==> config.mk <==
export PLATFORM = sky130hd
export DESIGN_NAME = spi_master_flat
export DESIGN_NICKNAME = d
export VERILOG_FILES = /design/src/rtl/spi_master_if.sv /design/src/rtl/spi_master.sv /design/src/flat_wrapper.sv
export SDC_FILE = /design/constraint.sdc
export NUM_CORES = 1
export LEC_CHECK = 0
export ABC_AREA = 1
export ABC_CLOCK_PERIOD_IN_PS = 2000
export CORE_ASPECT_RATIO = 1.2
export CORE_MARGIN = 1
export CORE_UTILIZATION = 41
export DETAILED_ROUTE_END_ITERATION = 7
export PLACE_DENSITY = 0.68
export RECOVER_POWER = 25
export SYNTH_ARGS = -nofsm -noshare
export SYNTH_HDL_FRONTEND = slang
export SYNTH_SLANG_ARGS = --single-unit
==> constraint.sdc <==
create_clock -name clk -period 2 [get_ports clk]
set_clock_uncertainty 0.05 [all_clocks]
set_input_delay 0.4 -clock clk [delete_from_list [all_inputs] [get_ports clk]]
set_output_delay 0.4 -clock clk [all_outputs]
set_load 0.01 [all_outputs]
==> src/rtl/spi_master_if.sv <==
// Handshake and bus signals of the SPI master: TX FIFO request/data,
// received-word output, SPI pins and the half-period configuration port.
interface spi_master_if #(
    parameter int data_width_c    = 8,
    parameter int reg_din_width_c = 8
);
    // TX FIFO side
    logic                       fifo_req_data;
    logic                       fifo_din_valid;
    logic                       fifo_empty;
    logic [data_width_c-1:0]    fifo_din;

    // Status and received data
    logic                       busy;
    logic [data_width_c-1:0]    dout;
    logic                       dout_valid;

    // SPI pins
    logic                       spi_clk;
    logic                       spi_mosi;
    logic                       spi_miso;
    logic                       spi_ss;

    // Configuration port
    logic [reg_din_width_c-1:0] reg_din;
    logic                       reg_din_val;
    logic                       reg_ack;
    logic                       reg_err;

    // View seen by the SPI master itself
    modport master (
        output fifo_req_data, busy, dout, dout_valid,
               spi_clk, spi_mosi, spi_ss, reg_ack, reg_err,
        input  fifo_din_valid, fifo_empty, fifo_din, spi_miso,
               reg_din, reg_din_val
    );

    // View seen by the surrounding system (FIFO, slave, register host)
    modport slave (
        input  fifo_req_data, busy, dout, dout_valid,
               spi_clk, spi_mosi, spi_ss, reg_ack, reg_err,
        output fifo_din_valid, fifo_empty, fifo_din, spi_miso,
               reg_din, reg_din_val
    );
endinterface

==> src/rtl/spi_master.sv <==
// SPI master, mode 0 (CPOL=0, CPHA=0), MSB first. Pulls words from a TX FIFO,
// shifts them out while capturing the slave's reply, and keeps slave select
// low across back-to-back words while the FIFO still has data (burst).
// The spi_clk half-period N is programmable while idle.
module spi_master #(
    parameter int data_width_c      = 8,
    parameter int reg_din_width_c   = 8,
    parameter int clk_div_default_c = 2
) (
    input logic          clk,
    input logic          rst,
    spi_master_if.master bus
);
    localparam int edge_w_c = $clog2(2 * data_width_c);
    localparam logic [edge_w_c-1:0] last_edge_c = edge_w_c'(2 * data_width_c - 1);

    typedef enum logic [2:0] {
        IDLE,
        REQ,
        WAIT_DATA,
        SHIFT,
        DONE
    } state_t;

    state_t                     state;
    logic [reg_din_width_c-1:0] n_cfg;     // programmed half-period
    logic [reg_din_width_c-1:0] n_cur;     // half-period frozen for the word in flight
    logic [reg_din_width_c-1:0] hp_cnt;
    logic [edge_w_c-1:0]        edge_cnt;  // spi_clk toggles done in this word
    logic [data_width_c-1:0]    tx_sr;
    logic [data_width_c-1:0]    rx_sr;

    logic                       fifo_req_q;
    logic                       busy_q;
    logic [data_width_c-1:0]    dout_q;
    logic                       dout_valid_q;
    logic                       sclk_q;
    logic                       mosi_q;
    logic                       ss_q;
    logic                       reg_ack_q;
    logic                       reg_err_q;

    assign bus.fifo_req_data = fifo_req_q;
    assign bus.busy          = busy_q;
    assign bus.dout          = dout_q;
    assign bus.dout_valid    = dout_valid_q;
    assign bus.spi_clk       = sclk_q;
    assign bus.spi_mosi      = mosi_q;
    assign bus.spi_ss        = ss_q;
    assign bus.reg_ack       = reg_ack_q;
    assign bus.reg_err       = reg_err_q;

    // Transfer FSM, clock divider, shift registers and config port in one registered block
    always_ff @(posedge clk or posedge rst) begin
        if (rst) begin
            state        <= IDLE;
            n_cfg        <= reg_din_width_c'(clk_div_default_c);
            n_cur        <= reg_din_width_c'(clk_div_default_c);
            hp_cnt       <= '0;
            edge_cnt     <= '0;
            tx_sr        <= '0;
            rx_sr        <= '0;
            fifo_req_q   <= 1'b0;
            busy_q       <= 1'b0;
            dout_q       <= '0;
            dout_valid_q <= 1'b0;
            sclk_q       <= 1'b0;
            mosi_q       <= 1'b0;
            ss_q         <= 1'b1;
            reg_ack_q    <= 1'b0;
            reg_err_q    <= 1'b0;
        end else begin
            // NOTE: non-blocking everywhere below, so every branch reads the
            // pre-edge state and the pulse defaults can be overridden later.
            fifo_req_q   <= 1'b0;
            dout_valid_q <= 1'b0;
            reg_ack_q    <= 1'b0;
            reg_err_q    <= 1'b0;

            // A write is only accepted while idle; it lands on the same edge
            // as a FIFO-triggered start, so that transfer already uses it.
            if (bus.reg_din_val) begin
                if (state == IDLE && bus.reg_din != '0) begin
                    n_cfg     <= bus.reg_din;
                    reg_ack_q <= 1'b1;
                end else begin
                    reg_err_q <= 1'b1;
                end
            end

            case (state)
                IDLE: begin
                    if (!bus.fifo_empty) begin
                        state      <= REQ;
                        fifo_req_q <= 1'b1;
                        busy_q     <= 1'b1;
                    end
                end

                REQ: begin
                    state <= WAIT_DATA;
                end

                WAIT_DATA: begin
                    if (bus.fifo_din_valid) begin
                        tx_sr    <= bus.fifo_din;
                        mosi_q   <= bus.fifo_din[data_width_c-1];
                        ss_q     <= 1'b0;
                        hp_cnt   <= '0;
                        edge_cnt <= '0;
                        n_cur    <= n_cfg;
                        state    <= SHIFT;
                    end
                end

                SHIFT: begin
                    if (hp_cnt == n_cur - 1'b1) begin
                        hp_cnt   <= '0;
                        sclk_q   <= ~sclk_q;
                        edge_cnt <= edge_cnt + 1'b1;
                        if (!sclk_q) begin
                            rx_sr <= {rx_sr[data_width_c-2:0], bus.spi_miso};
                        end else begin
                            tx_sr  <= {tx_sr[data_width_c-2:0], 1'b0};
                            mosi_q <= tx_sr[data_width_c-2];
                            if (edge_cnt == last_edge_c) begin
                                dout_q       <= rx_sr;
                                dout_valid_q <= 1'b1;
                                state        <= DONE;
                            end
                        end
                    end else begin
                        hp_cnt <= hp_cnt + 1'b1;
                    end
                end

                DONE: begin
                    if (!bus.fifo_empty) begin
                        fifo_req_q <= 1'b1;
                        state      <= WAIT_DATA;
                    end else begin
                        ss_q   <= 1'b1;
                        busy_q <= 1'b0;
                        state  <= IDLE;
                    end
                end

                default: begin
                    state <= IDLE;
                end
            endcase
        end
    end
endmodule

==> src/flat_wrapper.sv <==
// flat-port wrapper written by rule: the top's interface ports become plain ports
module spi_master_flat 
#(
    parameter int data_width_c      = 8,
    parameter int reg_din_width_c   = 8,
    parameter int clk_div_default_c = 2
)
  (clk, rst, bus_fifo_req_data, bus_busy, bus_dout, bus_dout_valid, bus_spi_clk, bus_spi_mosi, bus_spi_ss, bus_reg_ack, bus_reg_err, bus_fifo_din_valid, bus_fifo_empty, bus_fifo_din, bus_spi_miso, bus_reg_din, bus_reg_din_val);
  spi_master_if #(.data_width_c(data_width_c), .reg_din_width_c(reg_din_width_c)) bus_i ();
  input logic clk;
  input logic rst;
  output wire logic [$bits(bus_i.fifo_req_data)-1:0] bus_fifo_req_data;
  output wire logic [$bits(bus_i.busy)-1:0] bus_busy;
  output wire logic [$bits(bus_i.dout)-1:0] bus_dout;
  output wire logic [$bits(bus_i.dout_valid)-1:0] bus_dout_valid;
  output wire logic [$bits(bus_i.spi_clk)-1:0] bus_spi_clk;
  output wire logic [$bits(bus_i.spi_mosi)-1:0] bus_spi_mosi;
  output wire logic [$bits(bus_i.spi_ss)-1:0] bus_spi_ss;
  output wire logic [$bits(bus_i.reg_ack)-1:0] bus_reg_ack;
  output wire logic [$bits(bus_i.reg_err)-1:0] bus_reg_err;
  input wire logic [$bits(bus_i.fifo_din_valid)-1:0] bus_fifo_din_valid;
  input wire logic [$bits(bus_i.fifo_empty)-1:0] bus_fifo_empty;
  input wire logic [$bits(bus_i.fifo_din)-1:0] bus_fifo_din;
  input wire logic [$bits(bus_i.spi_miso)-1:0] bus_spi_miso;
  input wire logic [$bits(bus_i.reg_din)-1:0] bus_reg_din;
  input wire logic [$bits(bus_i.reg_din_val)-1:0] bus_reg_din_val;
  assign bus_fifo_req_data = bus_i.fifo_req_data;
  assign bus_busy = bus_i.busy;
  assign bus_dout = bus_i.dout;
  assign bus_dout_valid = bus_i.dout_valid;
  assign bus_spi_clk = bus_i.spi_clk;
  assign bus_spi_mosi = bus_i.spi_mosi;
  assign bus_spi_ss = bus_i.spi_ss;
  assign bus_reg_ack = bus_i.reg_ack;
  assign bus_reg_err = bus_i.reg_err;
  assign bus_i.fifo_din_valid = bus_fifo_din_valid;
  assign bus_i.fifo_empty = bus_fifo_empty;
  assign bus_i.fifo_din = bus_fifo_din;
  assign bus_i.spi_miso = bus_spi_miso;
  assign bus_i.reg_din = bus_reg_din;
  assign bus_i.reg_din_val = bus_reg_din_val;
  spi_master #(.data_width_c(data_width_c), .reg_din_width_c(reg_din_width_c), .clk_div_default_c(clk_div_default_c)) u_core (.clk(clk), .rst(rst), .bus(bus_i));
endmodule
==> metrics.cfg, run 1 <==
[run_status]
outcome = finished, violations left
violations = setup timing

[logic_synthesis]
yosysTopAreaCellShare_pct = 49.6
post_synth_main_area_contributors = sky130_fd_sc_hd__dfrtp_1, sky130_fd_sc_hd__nand2_1, sky130_fd_sc_hd__o21ai_0
synthMostInstantiatedCell = sky130_fd_sc_hd__nand2_1
yosysSeqAreaShare_pct = 52.2
yosys-top-cells-count = sky130_fd_sc_hd__nand2_1, sky130_fd_sc_hd__dfrtp_1, sky130_fd_sc_hd__inv_1
syn_nets = 392
netlist.top_cell.by_area = sky130_fd_sc_hd__dfrtp_1
count_of_flip_flops_with_a_built_in_enable_after_synthesis = 0
ys_seq_elements = 62
post_synth.cell_area_avg_sq_um = 8.12
synthCells = 367
synth_ff_type = sky130_fd_sc_hd__dfrtp_1
synth.cell_area_sq_um = 2980
ys_async_sr_fraction_pct = 100
synthesis.yosys.warnings = 0
post_synth_num_cell_types = 30

[pwr]
power.combinational.fraction_pct = 39.0
internal_power_component_mw = 3.20
total_switching_power_mw = 1.98
max-vdd-ir-drop_mv = 0.611
design_power_total_mw = 5.18
power_frac_clock_pct = 24.8
cellPowerDensity_nw_per_um2 = 1340
power.share.sequential_pct = 36.2
fraction_of_power_spent_switching_nets_pct = 38.2
p_leak_nw = 1.90

[grt]
grt_start_max_net_pins = 63
vias_in_the_first_global_route = 2552
global_route.overflow_total = 0
grt_antenna_before_repair = 0
groute.usage.overall_pct = 19.8
grt_pass1_wl_microns = 11500

[cells_and_area]
share_of_post_route_cells_with_drive_strength_above_1_pct = 14.7
fin_nets = 449
instances_no_fill = 516
antennaDiodeCount = 0
syn_to_final_growth_pct = 29.7
layout_filler_cell_count = 642

[flow_run]
max_cap_viol_count = 0

[worst_setup_path]
timing.critical_path.slowest_stage_cell = sky130_fd_sc_hd__dfstp_2
crit_path_frequent_cell = sky130_fd_sc_hd__nand2_1
crit_type = reg2reg
critical_path_buf_inv_count = 3
worst_r2r_path_depth = 13
max_stage_delay_ps = 540
setup.worst_path.end_class = register
timing.critical_path.arrival_ps = 2190
crit_fanout = 6
path_cells = inv_2, ha_4, nand2_1, nand2_1, nand2_1, nor2_1, nand3_1, nor2_2, nand2_4, buf_4, buf_6, nand3_1, o22ai_1
worstSetupPathDepth = 13
required_ps = 2160
crit_family = simple AND/OR/NAND/NOR gates
startpoint_type = register

[timing]
max_freq_ghz = 0.493
hold_viol_final = 0
setup_repair_after_global_routing_missed_its_margin = true
slew_viol_final = 0
setup_tns_ps = -27.9
timing.max_slew.rel_slack_pct = 45.4
tightestPinTransition_ps = 818
finalCritPeriodShare_pct = 101
timing.final.crit_period_ps = 2030
timing.final.ws_setup_ps = -27.9
report.final.setup_viol = 1

[clock_tree]
clk_transition_reported_paths_ps = 70
worstSkewPairLatency_ps = 340
number_of_cts_inserted_buffers = 9
cts.path.max_buffers = 2
clkSinkCount = 62
cts-root-buf = sky130_fd_sc_hd__clkbuf_8
post_cts_hold_buffer_count = 0
cts_max_level = 3
cts_tree = done

[detailed_routing]
met3_routed_length_microns = 184
detailroute.wirelength.met2_microns = 3470
route.layer.met1.wl_microns = 2850
wirelength_microns = 6620
routed-via-count = 2554
avgRoutedWirePerCell_microns = 12.8
drt.antenna.violating_nets = 0
firstDrtPassIters = 4
drt-initial-drc-count = 162
post-route-drc-count = 0
highest_layer = met4
vias_per_cell = 4.95

[floorplanning]
chipHeight_microns = 95.4
area_of_the_core_region_sq_um = 6940
design.die.area_sq_um = 7610
design.portCount = 38
initial_utilization_pct = 42.9
die_width_microns = 79.8
core.rowCount = 33

[placement]
placed_cells = 499
gpl.final_weighted_congestion = 0.813
buffer_ports.inserted = 37
place_hpwl_microns = 4570

[min_path]
worst_hold_path_type = reg2reg
worstHoldPathCells = 2

## final cells by class
type	count	area [sq um]	share of cell area, %
Timing Repair Buffer	53	522	13.5
Tap cell	87	109	2.82
Sequential cell	62	1560	40.3
Clock buffer	13	169	4.37
Inverter	33	126	3.27
Clock inverter	3	65.1	1.68
Multi-Input combinational cell	265	1320	34.1
## final timing paths
| kind | from | end | slack [ps] |
|---|---|---|---|
| min in group asynchronous | rst | u_core.bus.reg_err | 720 |
| max | u_core.n_cur[1] | u_core.hp_cnt[4] | -30 |
| max reg2reg | u_core.n_cur[1] | u_core.hp_cnt[4] | -30 |
| min | u_core.tx_sr[0] | u_core.tx_sr[0] | 430 |
| max in group asynchronous | rst | u_core.hp_cnt[2] | 650 |
| min reg2reg | u_core.tx_sr[0] | u_core.tx_sr[0] | 430 |
## cell families (layout without fill, tap and decap cells)
group                      count (synthesis)  after routing  synth area share (%)
AOI/OAI and AO/OA                         37             37                  6.59
and+or+nand+nor                          214            214                  31.2
DFF                                       62             62                  52.2
xor gates and xnor gates                  11             11                  3.23
buffers and inverters                     40            102                  5.46
adders and majority gates                  3              3                  1.26
## sequential cells by signal, summed over array words and instances, names as in the netlist
register and flops:
u_core.bus.busy 1, u_core.bus.dout 8, u_core.bus.dout_valid 1, u_core.bus.fifo_req_data 1, u_core.bus.reg_ack 1, u_core.bus.reg_err 1, u_core.bus.spi_clk 1, u_core.bus.spi_mosi 1
u_core.bus.spi_ss 1, u_core.edge_cnt 4, u_core.hp_cnt 8, u_core.n_cfg 8, u_core.n_cur 8, u_core.rx_sr 8, u_core.state 3, u_core.tx_sr 7
## what timing repair did
item,4_1_cts,5_1_grt
setup endpoints to repair,34,41
setup buffers,0,1
gates cloned,0,0
pin swaps,3,4
gates resized for setup,8,14
## cells in the final DEF, fill, tap and decap left out, types with 2 or more instances in the layout
cell type | netlist | routed
sky130_fd_sc_hd__dfstp_2 | 3 | 3
sky130_fd_sc_hd__o22ai_1 | 5 | 5
sky130_fd_sc_hd__or2_2 | 3 | 3
sky130_fd_sc_hd__nor4_1 | 3 | 2
sky130_fd_sc_hd__nor2_4 | 1 | 2
sky130_fd_sc_hd__nand3_2 | 3 | 2
sky130_fd_sc_hd__clkbuf_8 | 0 | 12
sky130_fd_sc_hd__nand2_1 | 151 | 149
sky130_fd_sc_hd__o21ai_0 | 27 | 23
sky130_fd_sc_hd__nor2_1 | 20 | 18
sky130_fd_sc_hd__nand2_4 | 2 | 3
sky130_fd_sc_hd__nor2_2 | 5 | 6
sky130_fd_sc_hd__dfrtp_1 | 59 | 59
sky130_fd_sc_hd__nand2_2 | 2 | 3
sky130_fd_sc_hd__nand4_1 | 9 | 9
sky130_fd_sc_hd__inv_2 | 5 | 5
sky130_fd_sc_hd__clkdlybuf4s50_1 | 0 | 36
sky130_fd_sc_hd__buf_6 | 1 | 3
sky130_fd_sc_hd__buf_4 | 0 | 10
sky130_fd_sc_hd__xor2_1 | 7 | 7
sky130_fd_sc_hd__inv_1 | 28 | 26
sky130_fd_sc_hd__bufinv_16 | 0 | 2
sky130_fd_sc_hd__ha_1 | 3 | 2
sky130_fd_sc_hd__o21ai_1 | 3 | 7
sky130_fd_sc_hd__nand3_1 | 12 | 12
sky130_fd_sc_hd__xnor2_1 | 4 | 4
## routing by layer
| layer | vias to the layer above | GRT usage [%] |
|---|---|---|
| met5 | - | 0 |
| li1 | 1276 | - |
| met1 | 1232 | 24.5 |
| met3 | 14 | 2.87 |
| met2 | 32 | 34.0 |
| met4 | 0 | 9.23 |
## worst min-delay path: cells and delay by family, from the launching register on
family	cells	cell delay [ps]
DFF	1	350
and+or+nand+nor	2	90
## power by group through the flow
stage | combinational (mW) | sequential, mW | clock, mW
final | 2.02 | 1.88 | 1.29
after global routing | 2.32 | 1.92 | 1.35
after CTS | 1.98 | 1.87 | 1.29
after detailed placement | 1.88 | 1.89 | 0
after global placement | 1.84 | 1.88 | 0
after floorplan | 1.35 | 1.84 | 0
## metrics by stage
stage               setup slack, ps  hold slack, ps  cell area (sq um)  util, %
floorplan                      13.6             392               2980        -
global placement              -86.6             405               3560     51.3
detailed placement             -107             414               3560     51.3
finish                        -27.9             429               3860     55.7
global route                   -178             462               3860     55.7
CTS                            16.9             406               3830     55.2
No activity file was read; power rests on OpenSTA's default activity.
==> run 2, diff against run 1 <==
--- a/config.mk
+++ b/config.mk
@@ -7,6 +7,7 @@
 export LEC_CHECK = 0
 export ABC_AREA = 1
 export ABC_CLOCK_PERIOD_IN_PS = 2000
+export CAP_MARGIN = 40
 export CORE_ASPECT_RATIO = 1.2
 export CORE_MARGIN = 1
 export CORE_UTILIZATION = 41
==> results of run 2 <==
No change in the layout: final DEF, timing and power equal those of run 1.
==> RTL change: new RTL, config.mk and constraints of run 1 <==
`data_width_c` is set to 8 in 3 places; all go to 16.
--- a/src/rtl/spi_master_if.sv
+++ b/src/rtl/spi_master_if.sv
@@ -3,3 +3,3 @@
 interface spi_master_if #(
-    parameter int data_width_c    = 8,
+    parameter int data_width_c    = 16,
     parameter int reg_din_width_c = 8
--- a/src/rtl/spi_master.sv
+++ b/src/rtl/spi_master.sv
@@ -5,3 +5,3 @@
 module spi_master #(
-    parameter int data_width_c      = 8,
+    parameter int data_width_c      = 16,
     parameter int reg_din_width_c   = 8,
--- a/src/flat_wrapper.sv
+++ b/src/flat_wrapper.sv
@@ -3,3 +3,3 @@
 #(
-    parameter int data_width_c      = 8,
+    parameter int data_width_c      = 16,
     parameter int reg_din_width_c   = 8,
Ports: changed (resized bus_dout and bus_fifo_din); port bits go from 38 to 54. No check against the original RTL was run, so the function may have changed too.
==> RTL change against run 1 <==
- the run still ends with setup timing left
- worst setup slack worse by 160 ps
- design area up 42%
- critical path type unchanged
- combinational power up 62%
- total power up 45%
- routed wire length up 33%
- sequential cell count up 25
- clock power up 22%
- synthesized area up 35%
- largest power group unchanged
- count of clock-buffer cells in the layout down 1
- final cell count up 29%
==> RTL change: results (changes against run 1) <==
GRT
  • Tot GR Track Use: 18.4% (was 19.8%)
  • Largest net degree at the start of global routing: 69 (was 63)
  • Met1 Track Usage GR: 22.0% (was 24.5%)
  • Grt met2 use: 31.4% (was 34.0%)
  • First-pass GRT wire length: 14800 um (was 11500 um)
  • Met3 Use GR: 4.41% (was 2.87%)

Placement
  • GPL Wtd Cong: 0.824 (was 0.813)
  • DP HPWL: 5810 um (was 4570 um)
  • Setup slack after placement: -135 ps (was -107 ps)
  • Placed inst area: 4880 um2 (was 3560 um2)
  • PortBufs: 53 (was 37)
  • # placed instances: 643 (was 499)

Layout
  • Final net count: 574 (was 449)
  • Layout cells sized above 1: 22.6% (was 14.7%)
  • Fillers: 837 (was 642)

Yosys
  • Share of flip-flops with an asynchronous set or reset: 100% (unchanged)
  • Synth Area in Compound Gates: 7.99% (was 6.59%)
  • Post-synthesis mux area share: 3.73% (was 0%)
  • Post-synth top cells: nand2_1 (168), dfrtp_1 (84), inv_1 (41), o21ai_0 (32), nor2_1 (21) (was nand2_1 (151), dfrtp_1 (59), inv_1 (28), o21ai_0 (27), nor2_1 (20))
  • Syn avg cell area: 8.71 um2 (was 8.12 um2)
  • Synth area leaders: dfrtp_1 (52%), nand2_1 (16%), o21ai_0 (4.0%), inv_1 (3.8%), mux2i_1 (3.7%) (was dfrtp_1 (50%), nand2_1 (19%), o21ai_0 (4.5%), inv_1 (3.5%), dfstp_2 (2.6%))
  • Synth Area in Adders: 1.24% (was 1.26%)
  • Syn nets: 496 (was 392)
  • Synth Area in XOR/XNOR: 2.18% (was 3.23%)
  • Yosys cell types: 34 (was 30)

Route
  • Via count: 3267 (was 2554)
  • First DRT Iteration DRCs: 147 (was 162)
  • Met1 WL: 3590 um (was 2850 um)
  • Final WL: 8780 um (was 6620 um)
  • Wire length per cell: 13.1 um (was 12.8 um)
  • Met3 routed wirelength: 305 um (was 184 um)

Clock network
  • Root Driver: clkbuf_16 (was clkbuf_8)

Worst setup path
  • Reg2Reg Depth: 14 (was 13)
  • Crit Path Max Fanout: 8 (was 6)
  • R2R Path End: u_core.tx_sr[8] (was u_core.hp_cnt[4])
  • Worst EP arrival: 2360 ps (was 2190 ps)

Hold path
  • Hold Path End: u_core.n_cfg[1] (was u_core.tx_sr[0])
  • Hold Startpoint: u_core.n_cfg[1] (was u_core.tx_sr[0])

Timing
  • Setup TNS: -7930 ps (was -27.9 ps)
  • Min Hold Slack: 418 ps (was 429 ps)
  • Slew @ Worst Pin: 1010 ps (was 818 ps)
  • Final setup viols: 65 (was 1)
  • Final Worst Setup Slack: -188 ps (was -27.9 ps)

Run status
  • Run status: finished, violations left (unchanged)
  • Violated checks: setup timing (unchanged)

Power
  • Max VDD drop: 0.000719 V (was 0.000611 V)
-- RTL change: power by group --
| part | total [mW] | switching [mW] | leakage (nW) | internal (mW) |
|---|---|---|---|---|
| sequential | 2.64 | 0.405 | 1.14 | 2.23 |
| clock | 1.58 | 0.667 | 0.139 | 0.912 |
| combinational | 3.27 | 1.85 | 1.30 | 1.42 |
| total | 7.49 | 2.93 | 2.58 | 4.56 |
-- RTL change: timing repair --
action | CTS | global route
setup endpoints to repair | 56 | 65
cloned | 2 | 2
buffers inserted | 4 | 1
resized for setup | 21 | 46
pin swaps | 5 | 6
-- RTL change: area by class of cell --
cell class / count / area [um2] / area share [%]
Sequential cell: 87 / 2180 / 39.8
Clock inverter: 4 / 30.0 / 0.548
Timing Repair Buffer: 76 / 811 / 14.8
Inverter: 48 / 189 / 3.45
Clock buffer: 12 / 256 / 4.68
Tap cell: 123 / 154 / 2.81
Timing Repair inverter: 1 / 6.26 / 0.114
Multi-Input combinational cell: 317 / 1850 / 33.8
-- RTL change: how the worst max path moves through the flow --
stage	end	slack, ps	depth (start not counted)	from
floorplan	u_core.bus.dout[0]	-50	15	u_core.n_cur[1]
CTS	u_core.tx_sr[5]	-130	15	u_core.n_cur[1]
global route	u_core.tx_sr[4]	-280	15	u_core.n_cur[1]
global placement	u_core.tx_sr[14]	-40	15	u_core.n_cur[1]
finish	u_core.tx_sr[8]	-190	14	u_core.n_cur[1]
detailed placement	u_core.tx_sr[5]	-130	15	u_core.n_cur[1]
-- RTL change: worst register-to-register path, stage by stage, from the launching register on --
cell and delay, ps:
dfstp_2 530, inv_2 50, ha_4 260, nand2_1 60, nand2_1 70, nand2_1 60, nor2_2 100, nand3_2 100
nor2_4 170, nand2_2 90, nand2_4 90, nand3_4 130, clkbuf_16 210, nand2_1 50, o21ai_1 60
